<file path="src/rtl/mult_div_pkg.sv">
// Shared control encodings for the multiply/divide unit: operation codes and FSM states.
package mult_div_pkg;

  typedef enum logic [1:0] {
    OP_MULT  = 2'b00,
    OP_MULTU = 2'b01,
    OP_DIV   = 2'b10,
    OP_DIVU  = 2'b11
  } op_e;

  typedef enum logic [1:0] {
    ST_IDLE = 2'b00,
    ST_RUN  = 2'b01,
    ST_DONE = 2'b10
  } state_e;

  function automatic logic isDivide(input op_e o);
    return (o == OP_DIV) || (o == OP_DIVU);
  endfunction

  function automatic logic isSignedOp(input op_e o);
    return (o == OP_MULT) || (o == OP_DIV);
  endfunction

endpackage

</file>
<file path="src/rtl/mult_div.sv">
// Iterative signed/unsigned multiply and restoring divide, one bit per cycle on magnitudes.
// Handshake: start is a request with no ready, sampled only in IDLE/DONE; done pulses one cycle with hi/lo valid.
module mult_div
  import mult_div_pkg::*;
#(
  parameter int WIDTH = 32
) (
  input  logic             clock,
  input  logic             reset,
  input  logic             start,
  input  logic [1:0]       op,
  input  logic [WIDTH-1:0] a,
  input  logic [WIDTH-1:0] b,
  output logic             busy,
  output logic             done,
  output logic             div_zero,
  output logic [WIDTH-1:0] hi,
  output logic [WIDTH-1:0] lo,
  output state_e           dbgState
);

  localparam int CW = $clog2(WIDTH);
  localparam logic [CW-1:0] LAST = CW'(WIDTH - 1);

  state_e             state;
  op_e                curOp;
  logic [CW-1:0]      count;
  logic [2*WIDTH-1:0] work;
  logic [WIDTH-1:0]   operand;
  logic               negLo;
  logic               negHi;

  op_e                opIn;
  logic               signedIn;
  logic [WIDTH-1:0]   absA;
  logic [WIDTH-1:0]   absB;

  logic [WIDTH:0]     addSum;
  logic [WIDTH:0]     trial;
  logic [2*WIDTH-1:0] stepNext;
  logic [2*WIDTH-1:0] prodFix;
  logic [WIDTH-1:0]   quotFix;
  logic [WIDTH-1:0]   remFix;
  logic [WIDTH-1:0]   finalHi;
  logic [WIDTH-1:0]   finalLo;

  assign dbgState = state;
  assign opIn     = op_e'(op);
  assign signedIn = isSignedOp(opIn);
  assign absA     = (signedIn && a[WIDTH-1]) ? -a : a;
  assign absB     = (signedIn && b[WIDTH-1]) ? -b : b;

  // Multiply keeps the multiplier in the low half and accumulates into the high half;
  // divide keeps the partial remainder high and shifts quotient bits in at the bottom.
  always_comb begin
    addSum = {1'b0, work[2*WIDTH-1:WIDTH]} + (work[0] ? {1'b0, operand} : '0);
    trial  = work[2*WIDTH-1:WIDTH-1] - {1'b0, operand};
    if (isDivide(curOp)) begin
      stepNext = trial[WIDTH] ? {work[2*WIDTH-2:0], 1'b0}
                              : {trial[WIDTH-1:0], work[WIDTH-2:0], 1'b1};
    end else begin
      stepNext = {addSum, work[WIDTH-1:1]};
    end
  end

  always_comb begin
    prodFix = negLo ? -stepNext : stepNext;
    quotFix = negLo ? -stepNext[WIDTH-1:0] : stepNext[WIDTH-1:0];
    remFix  = negHi ? -stepNext[2*WIDTH-1:WIDTH] : stepNext[2*WIDTH-1:WIDTH];
    if (isDivide(curOp)) begin
      finalHi = remFix;
      finalLo = quotFix;
    end else begin
      finalHi = prodFix[2*WIDTH-1:WIDTH];
      finalLo = prodFix[WIDTH-1:0];
    end
  end

  always_ff @(posedge clock) begin
    if (!reset) begin
      state    <= ST_IDLE;
      busy     <= 1'b0;
      done     <= 1'b0;
      div_zero <= 1'b0;
      hi       <= '0;
      lo       <= '0;
      count    <= '0;
      work     <= '0;
      operand  <= '0;
      curOp    <= OP_MULT;
      negLo    <= 1'b0;
      negHi    <= 1'b0;
    end else begin
      done     <= 1'b0;
      div_zero <= 1'b0;
      case (state)
        ST_IDLE, ST_DONE: begin
          if (start) begin
            curOp <= opIn;
            count <= LAST;
            if (isDivide(opIn) && (b == '0)) begin
              // Divide by zero reports immediately and leaves hi/lo untouched.
              state    <= ST_DONE;
              busy     <= 1'b0;
              done     <= 1'b1;
              div_zero <= 1'b1;
            end else begin
              state   <= ST_RUN;
              busy    <= 1'b1;
              operand <= isDivide(opIn) ? absB : absA;
              work    <= isDivide(opIn) ? {{WIDTH{1'b0}}, absA} : {{WIDTH{1'b0}}, absB};
              negLo   <= signedIn && (a[WIDTH-1] ^ b[WIDTH-1]);
              negHi   <= signedIn && a[WIDTH-1];
            end
          end else begin
            state <= ST_IDLE;
          end
        end
        ST_RUN: begin
          work <= stepNext;
          if (count == '0) begin
            state <= ST_DONE;
            busy  <= 1'b0;
            done  <= 1'b1;
            hi    <= finalHi;
            lo    <= finalLo;
          end else begin
            count <= count - 1'b1;
          end
        end
        default: state <= ST_IDLE;
      endcase
    end
  end

endmodule

</file>
<file path="config.mk">
export PLATFORM = sky130hd
export DESIGN_NAME = mult_div
export DESIGN_NICKNAME = d
export VERILOG_FILES = /design/src/rtl/mult_div_pkg.sv /design/src/rtl/mult_div.sv
export SDC_FILE = /design/constraint.sdc
export NUM_CORES = 1
export LEC_CHECK = 0
export ABC_AREA = 0
export CORE_ASPECT_RATIO = 0.8
export CORE_MARGIN = 2
export CORE_UTILIZATION = 25
export DETAILED_ROUTE_END_ITERATION = 8
export PLACE_DENSITY = 0.38
export SYNTH_ARGS = -nofsm -noshare
export SYNTH_HDL_FRONTEND = slang
export SYNTH_SLANG_ARGS = --single-unit
</file>
<file path="constraint.sdc">
create_clock -name clock -period 6.8 [get_ports clock]
set_clock_uncertainty 0.1 [all_clocks]
set_input_delay 0.68 -clock clock [delete_from_list [all_inputs] [get_ports clock]]
set_output_delay 0.68 -clock clock [all_outputs]
set_load 0.02 [all_outputs]
</file>
======== Word level (Yosys, flattened, before mapping) ========
Cells that the tools add are included.
cells by class
  add/sub/neg operators ................... 8
  equal/unequal tests ..................... 10
  muxes and demuxes ....................... 30
  bitwise operators ....................... 2
  reduce and logical (&&, ||, !) cells .... 20
operators with widths
  cell                                                                 count
  64-bit two-way mux                                                   5
  32-bit two-way mux                                                   9
  32-bit negation                                                      4
  64-bit case mux with 2 select lines                                  1
  64-bit negation                                                      1
  32-bit by 32-bit adder with 33-bit output                            1
  33-bit by 32-bit subtractor with 33-bit output                       1
  32-bit zero test                                                     1
  3-bit AND reduction                                                  4
  2-bit == test (second input constant)                                5
  5-bit two-way mux                                                    2
  5-bit case mux with 2 select lines                                   1
  2-bit inequality test (second input constant)                        4
  1-bit two-way mux                                                    6
  2-bit two-way mux                                                    3
  2-bit AND reduction                                                  3
  5-bit zero test                                                      1
  5-bit by 1-bit subtractor with 5-bit output (second input constant)  1
  1-bit logical AND                                                    4
  2-bit zero test                                                      2
  1-bit case mux with 2 select lines                                   2
  2-bit case mux with 2 select lines                                   1
  1-bit logical OR                                                     3
  2-bit by 1-bit == test with 1-bit output (second input constant)     1
  other kinds (4)                                                      4
word-level totals
  register bits ........................... 174
  input bits .............................. 69
  output and inout port bits .............. 69
  word-level logic and storage cells ...... 82

======== Longest topological paths before layout ========
  word-level depth ........................ 8
  depth in mapped cells ................... 23

======== Worst setup path after synthesis ========
Ideal clock, no wire load.
  path kind ............................... register to register
  start ................................... reg curOp[1]
  end ..................................... reg hi[30]
  setup time .............................. 70 ps
  arrival ................................. 4988 ps
  required time ........................... 6630 ps
  slack ................................... 1642 ps
  cell stages (with the launch flop) ...... 23
  buffers on the path ..................... 10
  cell sequence ........................... dfxtp_1 -> buf_2 -> buf_2 -> buf_1 -> buf_2 -> buf_2 -> buf_2 -> buf_1 -> buf_2 -> mux2i_1 -> ha_1 -> o21ai_0 -> or3_1 -> nor3_1 -> nand3_1 -> or2_2 -> buf_1 -> and2_1 -> clkbuf_1 -> nor4_1 -> a31oi_1 -> xor2_1 -> a21oi_1
between the ends
  cells in the longest elaborated chain, start to end .. 6
RTL lines
  item                                                      line                            text
  start: declaration                                        mult_div.sv:26                  op_e curOp;
  start signal: assignment                                  mult_div.sv:99                  curOp <= opIn;
  2-bit == test                                             mult_div_pkg.sv:18              return (o == OP_DIV) || (o == OP_DIVU);
  1-bit logical OR *                                        mult_div_pkg.sv:18
  64-bit two-way mux                                        mult_div.sv:58                  if (isDivide(curOp)) begin
  64-bit negation or 32-bit negation (tied branches)        mult_div.sv:67, mult_div.sv:69
  64-bit two-way mux or 32-bit two-way mux (tied branches)  mult_div.sv:67, mult_div.sv:69
  32-bit two-way mux *                                      mult_div.sv:70                  if (isDivide(curOp)) begin
  end signal: assignment                                    mult_div.sv:125                 hi <= finalHi;
  end: declaration                                          mult_div.sv:17                  output logic [WIDTH-1:0] hi,
Mark *: on every way between the ends. The rest lies on a longest branch, timed or not.
A chain may end at the register's enable or synchronous reset.

======== Final worst setup path ========
  start ................................... reg work[31]
  end ..................................... reg hi[28]
between the ends
  cells in the longest elaborated chain, start to end .. 6
RTL lines
  item                                                      line                            text
  start: declaration                                        mult_div.sv:28                  logic [2*WIDTH-1:0] work;
  start signal: assignment                                  mult_div.sv:111                 work <= isDivide(opIn) ? {{WIDTH{1'b0}}, absA} : {{WIDTH{1'b0}}, absB};
  start signal: assignment                                  mult_div.sv:120                 work <= stepNext;
  33-bit by 32-bit subtractor with 33-bit output            mult_div.sv:57                  trial = work[2*WIDTH-1:WIDTH-1] - {1'b0, operand};
  64-bit two-way mux                                        mult_div.sv:59                  stepNext = trial[WIDTH] ? {work[2*WIDTH-2:0], 1'b0}
  64-bit two-way mux *                                      mult_div.sv:58
  64-bit negation or 32-bit negation (tied branches)        mult_div.sv:67, mult_div.sv:69
  64-bit two-way mux or 32-bit two-way mux (tied branches)  mult_div.sv:67, mult_div.sv:69
  32-bit two-way mux *                                      mult_div.sv:70
Marked as above.

==> summary.md <==
| Metric | Value |
|---|---|
| Result of the run | completed |
| Clock insertion delay at the later pin of the skew report | 0.49 ns |
| Placeable Area | 0.0593 mm² |
| Area of the mapped netlist | 0.0149 mm² |
| Number of standard cells in the layout, taps in and fillers out | 2940 |
| Cell types occupying the most area after synthesis | dfxtp_1 (23%), a21oi_1 (7.3%), nor2_1 (6.3%) |
| Synth top area share | 23.2% |
| Vias per inst | 5.32 |
| Post-Syn Instances | 2086 |
| Layout Area Growth over Synthesis | 18.4% |
| Critical Path Most Common Cell | a21oi_1 |
| Total routed wirelength | 64100 µm |
| Worst IR Drop VDD | 203 µV |
| Number of antenna violations at the first check in global routing | 0 |
| Detailed-route wire length per cell | 21.8 µm |
| Kind of critical path | reg -> reg |
| Pin count of the biggest net entering global routing | 87 |
| Post-CTS Setup Inserts | 0 |
| Final setup violating endpoints | 0 |
| Sum of net half-perimeters after detailed placement | 50500 µm |
| Clock buffer depth | 2 |
| Layout cells sized above 1 | 5.65% |
| Final count of hold timing violations | 0 |
| Critical path fanouts, max | 14 |
| Fraction of synthesis flops using an asynchronous set or reset pin | 0% |
| Final Max Tran Viols | 0 |
| Synth cell count leaders | nor2_1 (249), nand2_1 (242), a21oi_1 (217) |
| CP max stage delay | 0.48 ns |
| Violation count after the first detailed-route iteration | 1536 |
| Crit path arrival time | 5.99 ns |
| Max-Cap Viols | 0 |
| Number of warnings printed during yosys synthesis | 0 |
| Detailed-routing iteration count for the pre-antenna-repair pass | 5 |
| Share of the clock period used by the worst path after layout | 84.4% |
| Power Density | 199 mW/mm² |
| FMAX | 174 MHz |
| Critical Path Sink Type | register |
| Detail Route Antenna Nets | 0 |
| Fraction of power consumed by combinational cells | 36.5% |
| Distinct cells, synth | 92 |
| Smallest hold slack | 0.352 ns |
| Final worst slack | 1.06 ns |
| Net count after synthesis | 2226 |
| Total overflow reported by the global router | 0 |
| Transition at the pin with the smallest max-transition slack | 1.01 ns |
| Power dissipated by switching net loads | 1.43 mW |
| Number of nets in the final layout | 2288 |
| GP Congestion | 0.890 |
| Switching Fraction | 40.9% |
| Width of the die | 277 µm |
| I/O pin total | 138 |
| First-pass GRT wire length | 94900 µm |
| Setup total negative slack | 0 ns |
| Endpoint required time on the critical path | 7.05 ns |
| Path class of the lowest-slack min-delay path | reg -> reg |
| CTS Hold Buffers Added | 0 |
| Cell taking the most area after synthesis | dfxtp_1 |
| Sequence of cells on the critical path | inv_1 > ha_1 > fa_1 > nand2b_1 > a21oi_1 > o211a_1 > o31a_4 > o21a_2 > nor3_4 > a21oi_1 > ha_1 > o21ai_0 > or3_1 > nor3_1 > nand3_1 > or2_2 > and2_1 > nor4_1 > a21oi_1 > xor2_1 > a21oi_1 |
| Port Buffers | 137 |
| Relative contribution of the clock network to total power | 30.8% |
| # placed instances | 2908 |
| H-Tree Level Count | 4 |
| Share of the yosys chip area belonging to registers | 23.2% |
| Number of flops mapped to enable cells by yosys | 0 |
| All-layer global routing usage | 20.4% |
| DRC violations left | 0 |
| Count of state elements after synthesis | 173 |
| Vias in the first global route | 14368 |
| Initial cell density of the core | 25.2% |
| Fillers | 6512 |
| Die area | 0.0616 mm² |
| Number of inserted diodes | 0 |
| TritonCTS Buffers | 17 |
| Root cell of the clock tree | clkbuf_16 |
| Minimum clock period after layout | 5.74 ns |
| Fraction of met1 tracks used by global routing | 32.7% |
| Register area | 0.00347 mm² |
| Met3 layer usage reported by global route | 3.23% |
| Worst-case setup slack after placement | 1.18 ns |
| Vert. Die Dim | 222 µm |
| Global routing usage on met2 | 27.9% |
| Unrepaired setup endpoints after global routing | no |
| Startpoint type of the worst setup path | register |
| CTS clk-pin slew, worst paths | 0.08 ns |
| Resized Gates After CTS | 0 |
| Area used by multi-input combinational logic | 0.0107 mm² |
| TritonCTS clock tree | yes |
| Most numerous cell in the Yosys netlist | nor2_1 |
| Internal power | 2.07 mW |
| Cell Rows | 80 |
| Static leakage power | 6.54 nW |
| Slowest cell on crit path | or3_1 |
| Primary FF master, synth | dfxtp_1 |
| Sequential group share of total power | 32.6% |
| Via total after detailed routing | 15636 |
| Clock sink total | 173 |
| GRT Max-Usage Layer | met1 |
| Mean Syn Cell Area | 7.14 µm² |
| Slew margin rel. | 32.3% |
layout by cell type (no fill, tap or decap), types with 69 or more instances in the layout:
cell and count:
dfxtp_1 172, xor2_1 85, a211oi_1 82, nor2_1 248, o21ai_0 134, clkdlybuf4s50_1 136
a21oi_1 217, nand2_1 241, xnor2_1 76, ha_1 69
layer usage:
| layer | up-vias | wire [µm] |
|---|---|---|
| li1 | 7643 | - |
| met1 | 7501 | 34600 |
| met3 | 35 | 3810 |
| met2 | 457 | 25100 |
| met4 | 0 | 625 |
| met5 | - | 0 |
stage by stage:
step	instance area, µm²	total power [mW]	utilization (%)
floorplan	14900	1.96	-
CTS	17600	3.52	29.8
global route	17600	3.69	29.8
finish	17600	3.51	29.8
global placement	17000	2.43	28.7
detailed placement	17000	2.43	28.7
cell families (layout without fill, tap and decap cells):
kind of cell	count (synthesis)	count (layout)	share of synthesized area, %
and+or+nand+nor	784	784	24.7
AOI/OAI and AO/OA	662	662	28.3
buffers and inverters	187	262	4.99
DFF	173	173	23.2
xor gates and xnor gates	161	161	9.46
adders and majority gates	71	71	6.06
muxes	48	48	3.27
power by group through the flow:
stage / logic (mW) / registers [mW] / clock network [mW]
floorplan: 0.811 / 1.15 / 0
global placement: 1.26 / 1.17 / 0
detailed placement: 1.26 / 1.17 / 0
CTS: 1.26 / 1.14 / 1.11
global route: 1.39 / 1.15 / 1.14
finish: 1.28 / 1.14 / 1.08
worst max-delay path: cells and delay by family (launching register included):
| kind | cells | cell delay (ns) |
|---|---|---|
| simple gates | 8 | 2.33 |
| compound gates | 8 | 1.65 |
| fa+ha+maj | 3 | 0.84 |
| flops | 1 | 0.42 |
| xor+xnor | 1 | 0.19 |
| buf+inv | 1 | 0.06 |
state kept, by name, summed over array words and instances (netlist names):
name / count
work: 64
hi: 32
lo: 32
operand: 32
count: 5
dbgState: 2
busy: 1
curOp: 1
div_zero: 1
done: 1
negHi: 1
negLo: 1
final timing paths:
| check | start | end | slack (ns) | depth (start not counted) |
|---|---|---|---|---|
| min reg2reg | hi[21] | hi[21] | 0.35 | 2 |
| max reg2reg | work[31] | hi[28] | 1.06 | 21 |
| max | work[31] | hi[28] | 1.06 | 21 |
| min | hi[21] | hi[21] | 0.35 | 2 |
layout make-up:
class	count	area share, %
Multi-Input combinational cell	1726	60.8
Sequential cell	173	19.7
Timing Repair Buffer	170	9.22
Tap cell	779	5.52
Clock buffer	18	2.49
Inverter	60	1.29
Clock inverter	14	1.01
Power figures use the tool's default switching activity.
